--- config.mk ---
export PLATFORM = sky130hd
export DESIGN_NAME = door_controller
export DESIGN_NICKNAME = d
export VERILOG_FILES = /design/src/rtl/door_controller.sv
export SDC_FILE = /design/constraint.sdc
export NUM_CORES = 1
export LEC_CHECK = 0
export BUFFER_PORTS_ARGS = -buffer_cell sky130_fd_sc_hd__buf_2
export CELL_PAD_IN_SITES_DETAIL_PLACEMENT = 1
export CELL_PAD_IN_SITES_GLOBAL_PLACEMENT = 1
export CORE_MARGIN = 2
export CORE_UTILIZATION = 30
export DETAILED_ROUTE_END_ITERATION = 7
export GPL_ROUTABILITY_DRIVEN = 0
export GPL_TIMING_DRIVEN = 0
export PLACE_DENSITY_LB_ADDON = 0.08
export SYNTH_ARGS = -nofsm -noshare
export SYNTH_HDL_FRONTEND = slang
export SYNTH_SLANG_ARGS = --single-unit
--- constraint.sdc ---
create_clock -name clk -period 1.9 [get_ports clk]
set_input_delay 0.19 -clock clk [delete_from_list [all_inputs] [get_ports clk]]
set_output_delay 0.19 -clock clk [all_outputs]
set_load 0.02 [all_outputs]
--- src/rtl/door_controller.sv ---
// Elevator cabin door controller: open/dwell/close sequencing with reopen,
// overload alarm and an opening counter. All outputs come straight from flops.
module door_controller #(
  parameter int unsigned OPEN_CYCLES = 8,
  parameter int unsigned MOVE_CYCLES = 4
) (
  input  logic       clk,
  input  logic       rst,
  input  logic       complete,
  input  logic       over_weight,
  input  logic [2:0] out_floor,
  input  logic [1:0] direction,
  input  logic       door_btn_open,
  input  logic       door_btn_close,
  input  logic       obstruction,
  output logic [1:0] door_motor,
  output logic       door_open,
  output logic       hold,
  output logic       weight_alarm,
  output logic [2:0] door_floor,
  output logic [7:0] open_count
);

  typedef enum logic [2:0] {
    CLOSED  = 3'd0,
    OPENING = 3'd1,
    OPEN    = 3'd2,
    CLOSING = 3'd3,
    ALARM   = 3'd4
  } state_e;

  localparam logic [1:0] MOTOR_STOP  = 2'd0;
  localparam logic [1:0] MOTOR_OPEN  = 2'd1;
  localparam logic [1:0] MOTOR_CLOSE = 2'd2;
  localparam logic [1:0] DIR_IDLE    = 2'd0;
  localparam logic [7:0] MOVE_LAST   = 8'(MOVE_CYCLES - 1);
  localparam logic [7:0] DWELL_LOAD  = 8'(OPEN_CYCLES);

  state_e     state_q, state_d;
  logic [7:0] phase_q, phase_d;
  logic [7:0] dwell_q, dwell_d;
  logic [2:0] floor_q, floor_d;
  logic [7:0] cnt_q,   cnt_d;
  logic [1:0] motor_q, motor_d;
  logic       open_q,  open_d;
  logic       hold_q,  hold_d;
  logic       alarm_q, alarm_d;

  always_comb begin
    state_d = state_q;
    phase_d = phase_q;
    dwell_d = dwell_q;
    floor_d = floor_q;
    cnt_d   = cnt_q;
    unique case (state_q)
      CLOSED: begin
        // A simultaneous complete and open button still yields one transition.
        if (complete || (door_btn_open && direction == DIR_IDLE)) begin
          state_d = OPENING;
          phase_d = 8'd0;
          floor_d = out_floor;
        end
      end
      OPENING: begin
        if (phase_q == MOVE_LAST) begin
          state_d = OPEN;
          phase_d = 8'd0;
          dwell_d = DWELL_LOAD;
          cnt_d   = cnt_q + 8'd1;
        end else begin
          phase_d = phase_q + 8'd1;
        end
      end
      OPEN: begin
        if (dwell_q != 8'd0) dwell_d = dwell_q - 8'd1;
        if (over_weight) begin
          state_d = ALARM;
        end else if (door_btn_open || complete) begin
          dwell_d = DWELL_LOAD;
        end else if (door_btn_close || dwell_q <= 8'd1) begin
          state_d = CLOSING;
          phase_d = 8'd0;
          dwell_d = 8'd0;
        end
      end
      CLOSING: begin
        // Reopen keeps the latched floor; the count bumps again on full open.
        if (obstruction || door_btn_open || over_weight) begin
          state_d = OPENING;
          phase_d = 8'd0;
        end else if (phase_q == MOVE_LAST) begin
          state_d = CLOSED;
          phase_d = 8'd0;
        end else begin
          phase_d = phase_q + 8'd1;
        end
      end
      ALARM: begin
        if (door_btn_close && !over_weight) begin
          state_d = OPEN;
          dwell_d = DWELL_LOAD;
        end
      end
      default: begin
        state_d = CLOSED;
        phase_d = 8'd0;
        dwell_d = 8'd0;
      end
    endcase
  end

  // Output flops are loaded from the next-state decode so they track state_q.
  always_comb begin
    motor_d = MOTOR_STOP;
    open_d  = 1'b0;
    hold_d  = 1'b1;
    alarm_d = 1'b0;
    unique case (state_d)
      CLOSED:  hold_d  = 1'b0;
      OPENING: motor_d = MOTOR_OPEN;
      OPEN:    open_d  = 1'b1;
      CLOSING: motor_d = MOTOR_CLOSE;
      ALARM: begin
        open_d  = 1'b1;
        alarm_d = 1'b1;
      end
      default: hold_d = 1'b0;
    endcase
  end

  always_ff @(posedge clk) begin
    if (rst) begin
      state_q <= CLOSED;
      phase_q <= 8'd0;
      dwell_q <= 8'd0;
      floor_q <= 3'd1;
      cnt_q   <= 8'd0;
      motor_q <= MOTOR_STOP;
      open_q  <= 1'b0;
      hold_q  <= 1'b0;
      alarm_q <= 1'b0;
    end else begin
      state_q <= state_d;
      phase_q <= phase_d;
      dwell_q <= dwell_d;
      floor_q <= floor_d;
      cnt_q   <= cnt_d;
      motor_q <= motor_d;
      open_q  <= open_d;
      hold_q  <= hold_d;
      alarm_q <= alarm_d;
    end
  end

  assign door_motor   = motor_q;
  assign door_open    = open_q;
  assign hold         = hold_q;
  assign weight_alarm = alarm_q;
  assign door_floor   = floor_q;
  assign open_count   = cnt_q;

endmodule

==> flow_metrics.tcl, run 1 <==
set metrics [dict create \
    status "complete, but fails checks" \
    violations "negative setup slack" \
    setup_slack_ns -0.218 \
    clockRootBuffer "clkbuf_8" \
    wl_microns 4830 \
    drv_slew 0 \
    synth_flop_cell "dfxtp_1" \
    syn_inst 195 \
    p_per_area_nw_per_um2 655 \
    vias 1630 \
    cts.sink_count 35 \
    start_util_pct 31.2 \
    seq_area_frac_synth_pct 40.6 \
    yosys.area.top_type "dfxtp_1" \
    fp.dieW_microns 79.9 \
    use_met3_pct 4.07 \
    met2_usage_pct 28.1 \
    grt_max_degree 11 \
    tns_ns -2.03 \
    cts_tree "yes" \
    seq_area_sq_um 708 \
    grt_usage_pct 16.0 \
    setup_viol 13 \
    tightestPinTransition_ns 0.598 \
    syn_nets 211 \
    maxCapViolCount 0 \
    ctsLongestPathBuffers 2 \
    coreArea_sq_um 5540 \
    diodes 0 \
    crit_fanout 7 \
    dp_hpwl_microns 3530 \
    final_layout_size_suffix_gt1_share_pct 36.1 \
    netlist_area_sq_um 1730 \
    n_fill_cell 672 \
    net-switching-power_uw 407 \
    critical_path_class "reg -> reg" \
    wl_per_cell_microns 15.4 \
    cts-buffers-inserted 5 \
    critical_path_required_ns 2.07 \
    hold_path_class "in -> reg" \
    place_ws_ns -0.449 \
    clkLatencyLatePin_ns 0.28 \
    yosys_warnings 0 \
    synth_cell_types 45 \
    p_leak_uw 0.000958 \
    flow.area_growth_from_synthesis_pct 35.8 \
    synth.avg_cell_area_sq_um 8.86 \
    fin_nets 257 \
    synth-seq-cells 35 \
    multi_input_area_sq_um 1170 \
    period_minus_slack_ns 2.12 \
    io-pin-count 28 \
    grt_pass1_vias 1686 \
    drc_errors 0 \
    intPower_uw 1130 \
    placedCellCount 294 \
    stdcell_count 313 \
    yosys-top-cells-count "35 x dfxtp_1, 18 x nor2_1, 12 x a21oi_1" \
    async_reset_ff_share_pct 0 \
    placedInstanceArea_sq_um 1980 \
    grt_most_used_layer "met2" \
    comb_power_share_pct 14.4 \
    grt_pass1_wl_microns 8070 \
    power_frac_seq_pct 50.0 \
    rows 27 \
    via_per_inst 5.21 \
    die_area_sq_um 6380 \
    netSwitchingFraction_pct 26.5 \
    grt_overflow 0 \
    port-buffer-count 27 \
    slew_headroom_pct 60.1 \
    max-vdd-ir-drop_v 0.000264 \
    fin_crit_sh_pct 111 \
    antenna_found_initial 0 \
    cts_hold_buf 0 \
    die_y_microns 79.9 \
    antenna_left 0 \
    hold_viol_final 0 \
    rsz0062_at_grt "true" \
    design_area_sq_um 2350 \
    max_freq_ghz 0.472 \
    start_kind "flip-flop" \
    yosysMostFrequentCell "dfxtp_1" \
    yosysTopAreaCellShare_pct 40.6 \
    drtIter0Drc 72 \
    clock_power_share_pct 35.6 \
    critPathArrivalTime_ns 2.28 \
    post-route-util_pct 42.4 \
    ys_top_cells_by_area "dfxtp_1 41%, xor2_1 4.1%, nor2_1 3.9%" \
    cts.clk_slew.worst_paths_ns 0.07 \
    fin_skew_ns 0.00541 \
    end_kind "flip-flop" \
    synth-edff-count 0 \
    grt_util_met1_pct 19.2 \
    dr.pass1.iters 4 \
    cts_max_level 2 \
]
logic make-up (layout without fill, tap and decap cells):
group           Yosys count  after routing  synth area share (%)
simple gates             81             81                  26.6
compound gates           48             48                  19.4
flops                    35             35                  40.6
buf+inv                  12             58                  2.68
xor+xnor                 11             11                  5.58
fa+ha+maj                 4              4                  2.90
mux                       4              4                  2.32
cells in the final DEF (no fill, tap or decap), drive strengths merged, types with 4 or more instances in the layout:
cell type,Yosys,routed
a211oi,4,4
nand2b,10,10
a31oi,9,9
nand2,10,10
or2,5,5
mux2i,4,4
xor2,8,8
inv,7,7
nor3,5,5
and3,4,4
o21ai,7,7
clkbuf,3,9
nor2,18,18
ha,4,4
buf,2,41
nand3,6,6
a21oi,13,13
dfxtp,35,35
nand3b,4,4
or3,6,6
path summary, 6_finish.rpt:
check	startpoint	endpoint	slack [ns]	cells after the start
worst max register to register	phase_q[5]	dwell_q[1]	-0.22	5
worst min register to register	phase_q[7]	phase_q[7]	0.48	1
worst max-delay path	phase_q[5]	dwell_q[1]	-0.22	5
worst min-delay path	out_floor[0]	door_floor[0]	0.13	3
worst max-delay path, stage by stage (launching register included):
cell and delay, ns:
dfxtp_1 0.39, or4b_4 0.63, or4b_4 0.56, nand3b_4 0.15, o21ai_0 0.12, o2bb2ai_1 0.15
repair_timing:
action / CTS / global route
setup endpoints to repair: 33 / 29
pin swaps: 6 / 15
cloned: 0 / 0
buffers inserted: 4 / 8
gates resized for setup: 15 / 28
power groups by stage:
| stage | Combinational [uW] | Sequential [uW] | Clock, uW |
|---|---|---|---|
| 6_report | 222 | 768 | 547 |
| 5_1_grt | 245 | 771 | 604 |
| 4_1_cts | 190 | 767 | 569 |
| 3_5_place_dp | 171 | 785 | 0 |
| 3_3_place_gp | 163 | 784 | 0 |
| 2_1_floorplan | 102 | 793 | 0 |
sequential cells by signal, summed over array words and instances (netlist names):
register / flops
door_open: 1
hold: 1
dwell_q: 8
weight_alarm: 1
door_floor: 3
state_q: 3
door_motor: 2
open_count: 8
phase_q: 8
through the flow:
stage / total power, uW / hold slack [ns]
after global placement: 947 / 0.417
after detailed placement: 956 / 0.427
after global routing: 1620 / 0.118
after floorplan: 896 / 0.323
after CTS: 1530 / 0.119
final: 1540 / 0.128
per-layer routing:
metal  up-vias  share of wire [%]
met5         -                  0
met4         0                1.1
met3         6                3.7
met2        30                 52
met1       796                 43
li1        798                  -
layout make-up:
type / instances / share of cell area, %
Buffer: 5 / 1.28
Clock buffer: 6 / 3.52
Clock inverter: 1 / 0.213
Inverter: 7 / 1.23
Multi-Input combinational cell: 148 / 49.8
Sequential cell: 35 / 30.2
Tap cell: 72 / 3.84
Timing Repair Buffer: 39 / 9.91
No activity file was read; power rests on OpenSTA's default activity.
==> run 2: changes to the inputs <==
==> constraint.sdc (replaced) <==
create_clock -name clk -period 2.15 [get_ports clk]
set_input_delay 0.215 -clock clk [delete_from_list [all_inputs] [get_ports clk]]
set_output_delay 0.215 -clock clk [all_outputs]
set_load 0.02 [all_outputs]
==> flow_metrics.tcl, run 2 (synthesized netlist as in run 1, its figures left out) <==
set metrics [dict create \
    max_freq_ghz 0.469 \
    antenna_found_initial 0 \
    clkLatencyLatePin_ns 0.28 \
    clock_power_share_pct 35.3 \
    vias 1554 \
    placedCellCount 294 \
    critical_path_required_ns 2.32 \
    netSwitchingFraction_pct 27.3 \
    status "completed" \
    start_util_pct 31.2 \
    die_area_sq_um 6380 \
    fin_skew_ns 0.00452 \
    die_y_microns 79.9 \
    grt_pass1_wl_microns 7400 \
    drc_errors 0 \
    wl_microns 4520 \
    fin_crit_sh_pct 99.1 \
    critical_path_class "reg -> reg" \
    hold_path_class "in -> reg" \
    cts.sink_count 35 \
    fp.dieW_microns 79.9 \
    dr.pass1.iters 4 \
    grt_pass1_vias 1537 \
    cts-buffers-inserted 5 \
    dp_hpwl_microns 3340 \
    rr_endpoint "dwell_q[7]" \
    cts_max_level 2 \
    rows 27 \
    worstHoldStart "out_floor[0]" \
    cts_tree "yes" \
    wl_per_cell_microns 14.8 \
    coreArea_sq_um 5540 \
    diodes 0 \
    setup_viol 0 \
    reg2regPathDepth 6 \
    holdPathStages 3 \
    period_minus_slack_ns 2.13 \
    fin_nets 248 \
    intPower_uw 952 \
    p_leak_uw 0.000886 \
    placedInstanceArea_sq_um 1950 \
    rrSetupSlack_ns 0.02 \
    final_cell_mix "33 x dfxtp_1, 28 x buf_2, 18 x nor2_1, 12 x a21oi_1" \
    drv_slew 0 \
    via_per_inst 5.10 \
    maxCapViolCount 0 \
    cts.clk_slew.worst_paths_ns 0.07 \
    start_kind "flip-flop" \
    stdcell_count 305 \
    grt_max_degree 12 \
    power_frac_seq_pct 51.8 \
    final_layout_size_suffix_gt1_share_pct 27.9 \
    net-switching-power_uw 358 \
    port-buffer-count 27 \
    holdPathEnd "door_floor[0]" \
    design_area_sq_um 2170 \
    flow.area_growth_from_synthesis_pct 25.6 \
    clockRootBuffer "clkbuf_8" \
    layout_commonest_cell "dfxtp_1" \
    drtIter0Drc 95 \
    p_per_area_nw_per_um2 604 \
    grt_usage_pct 14.8 \
    critPathArrivalTime_ns 2.31 \
    tns_ns 0 \
    max-vdd-ir-drop_v 0.000307 \
    crit_fanout 5 \
    end_kind "flip-flop" \
    grt_overflow 0 \
    antenna_left 0 \
    comb_power_share_pct 12.9 \
    slew_headroom_pct 54.7 \
    rsz0062_at_grt "true" \
    ctsLongestPathBuffers 2 \
    io-pin-count 28 \
    hold_viol_final 0 \
    tightestPinTransition_ns 0.678 \
    r2r_start "phase_q[1]" \
    fin_total_pwr_uw 1310 \
]
run 2: worst max-delay path, cell delays in order (launching register included):
cell and delay (ns):
dfxtp_4 0.37, ha_4 0.14, or4b_4 0.51, or4b_4 0.59, a211oi_2 0.22, xnor2_1 0.16, a21oi_2 0.04
run 2: metal layers:
layer | vias up | part of all wire [%] | wire length (microns) | global-route usage [%]
met1 | 738 | 48 | 2160 | 18.8
met4 | 0 | 1.6 | 72 | 6.61
met2 | 28 | 47 | 2110 | 23.8
li1 | 783 | - | - | -
met3 | 5 | 4.0 | 183 | 3.28
met5 | - | 0 | 0 | 0
run 2: power groups by stage:
stage / Clock [uW] / Sequential (uW) / Combinational (uW)
2_1_floorplan: 0 / 700 / 88.6
6_report: 462 / 678 / 169
5_1_grt: 514 / 682 / 189
3_5_place_dp: 0 / 693 / 149
3_3_place_gp: 0 / 691 / 143
4_1_cts: 484 / 678 / 160
run 2: cell type report:
| class | instances | area (sq um) |
|---|---|---|
| Multi-Input combinational cell | 148 | 1090 |
| Clock buffer | 5 | 68.8 |
| Timing Repair Buffer | 30 | 158 |
| Clock inverter | 3 | 15.0 |
| Sequential cell | 35 | 706 |
| Tap cell | 72 | 90.1 |
| Fill cell | 684 | 3370 |
| Inverter | 7 | 26.3 |
| Buffer | 5 | 20.0 |
run 2: how the worst max path moves through the flow:
stage / start / cells past startpoint / to
5_1_grt: phase_q[1] / 6 / dwell_q[7]
3_5_place_dp: dwell_q[2] / 5 / phase_q[4]
6_report: phase_q[1] / 6 / dwell_q[7]
4_1_cts: phase_q[1] / 6 / dwell_q[4]
3_3_place_gp: dwell_q[3] / 5 / phase_q[3]
2_1_floorplan: phase_q[0] / 6 / dwell_q[4]
run 2: through the flow:
step           util (%)  worst slack [ns]  hold WS, ns
5_1_grt            39.2           -0.0459        0.157
3_3_place_gp       35.3            -0.130        0.439
4_1_cts            37.8           0.00208        0.135
2_1_floorplan         -            0.0755        0.348
3_5_place_dp       35.3            -0.138        0.450
6_report           39.2            0.0183        0.145
run 2: repair_timing:
action / 4_1_cts / 5_1_grt
setup endpoints to repair: 24 / 22
buffers inserted: 1 / 2
pin swaps: 2 / 2
gates resized for setup: 9 / 14
hold buffers: 0 / 0
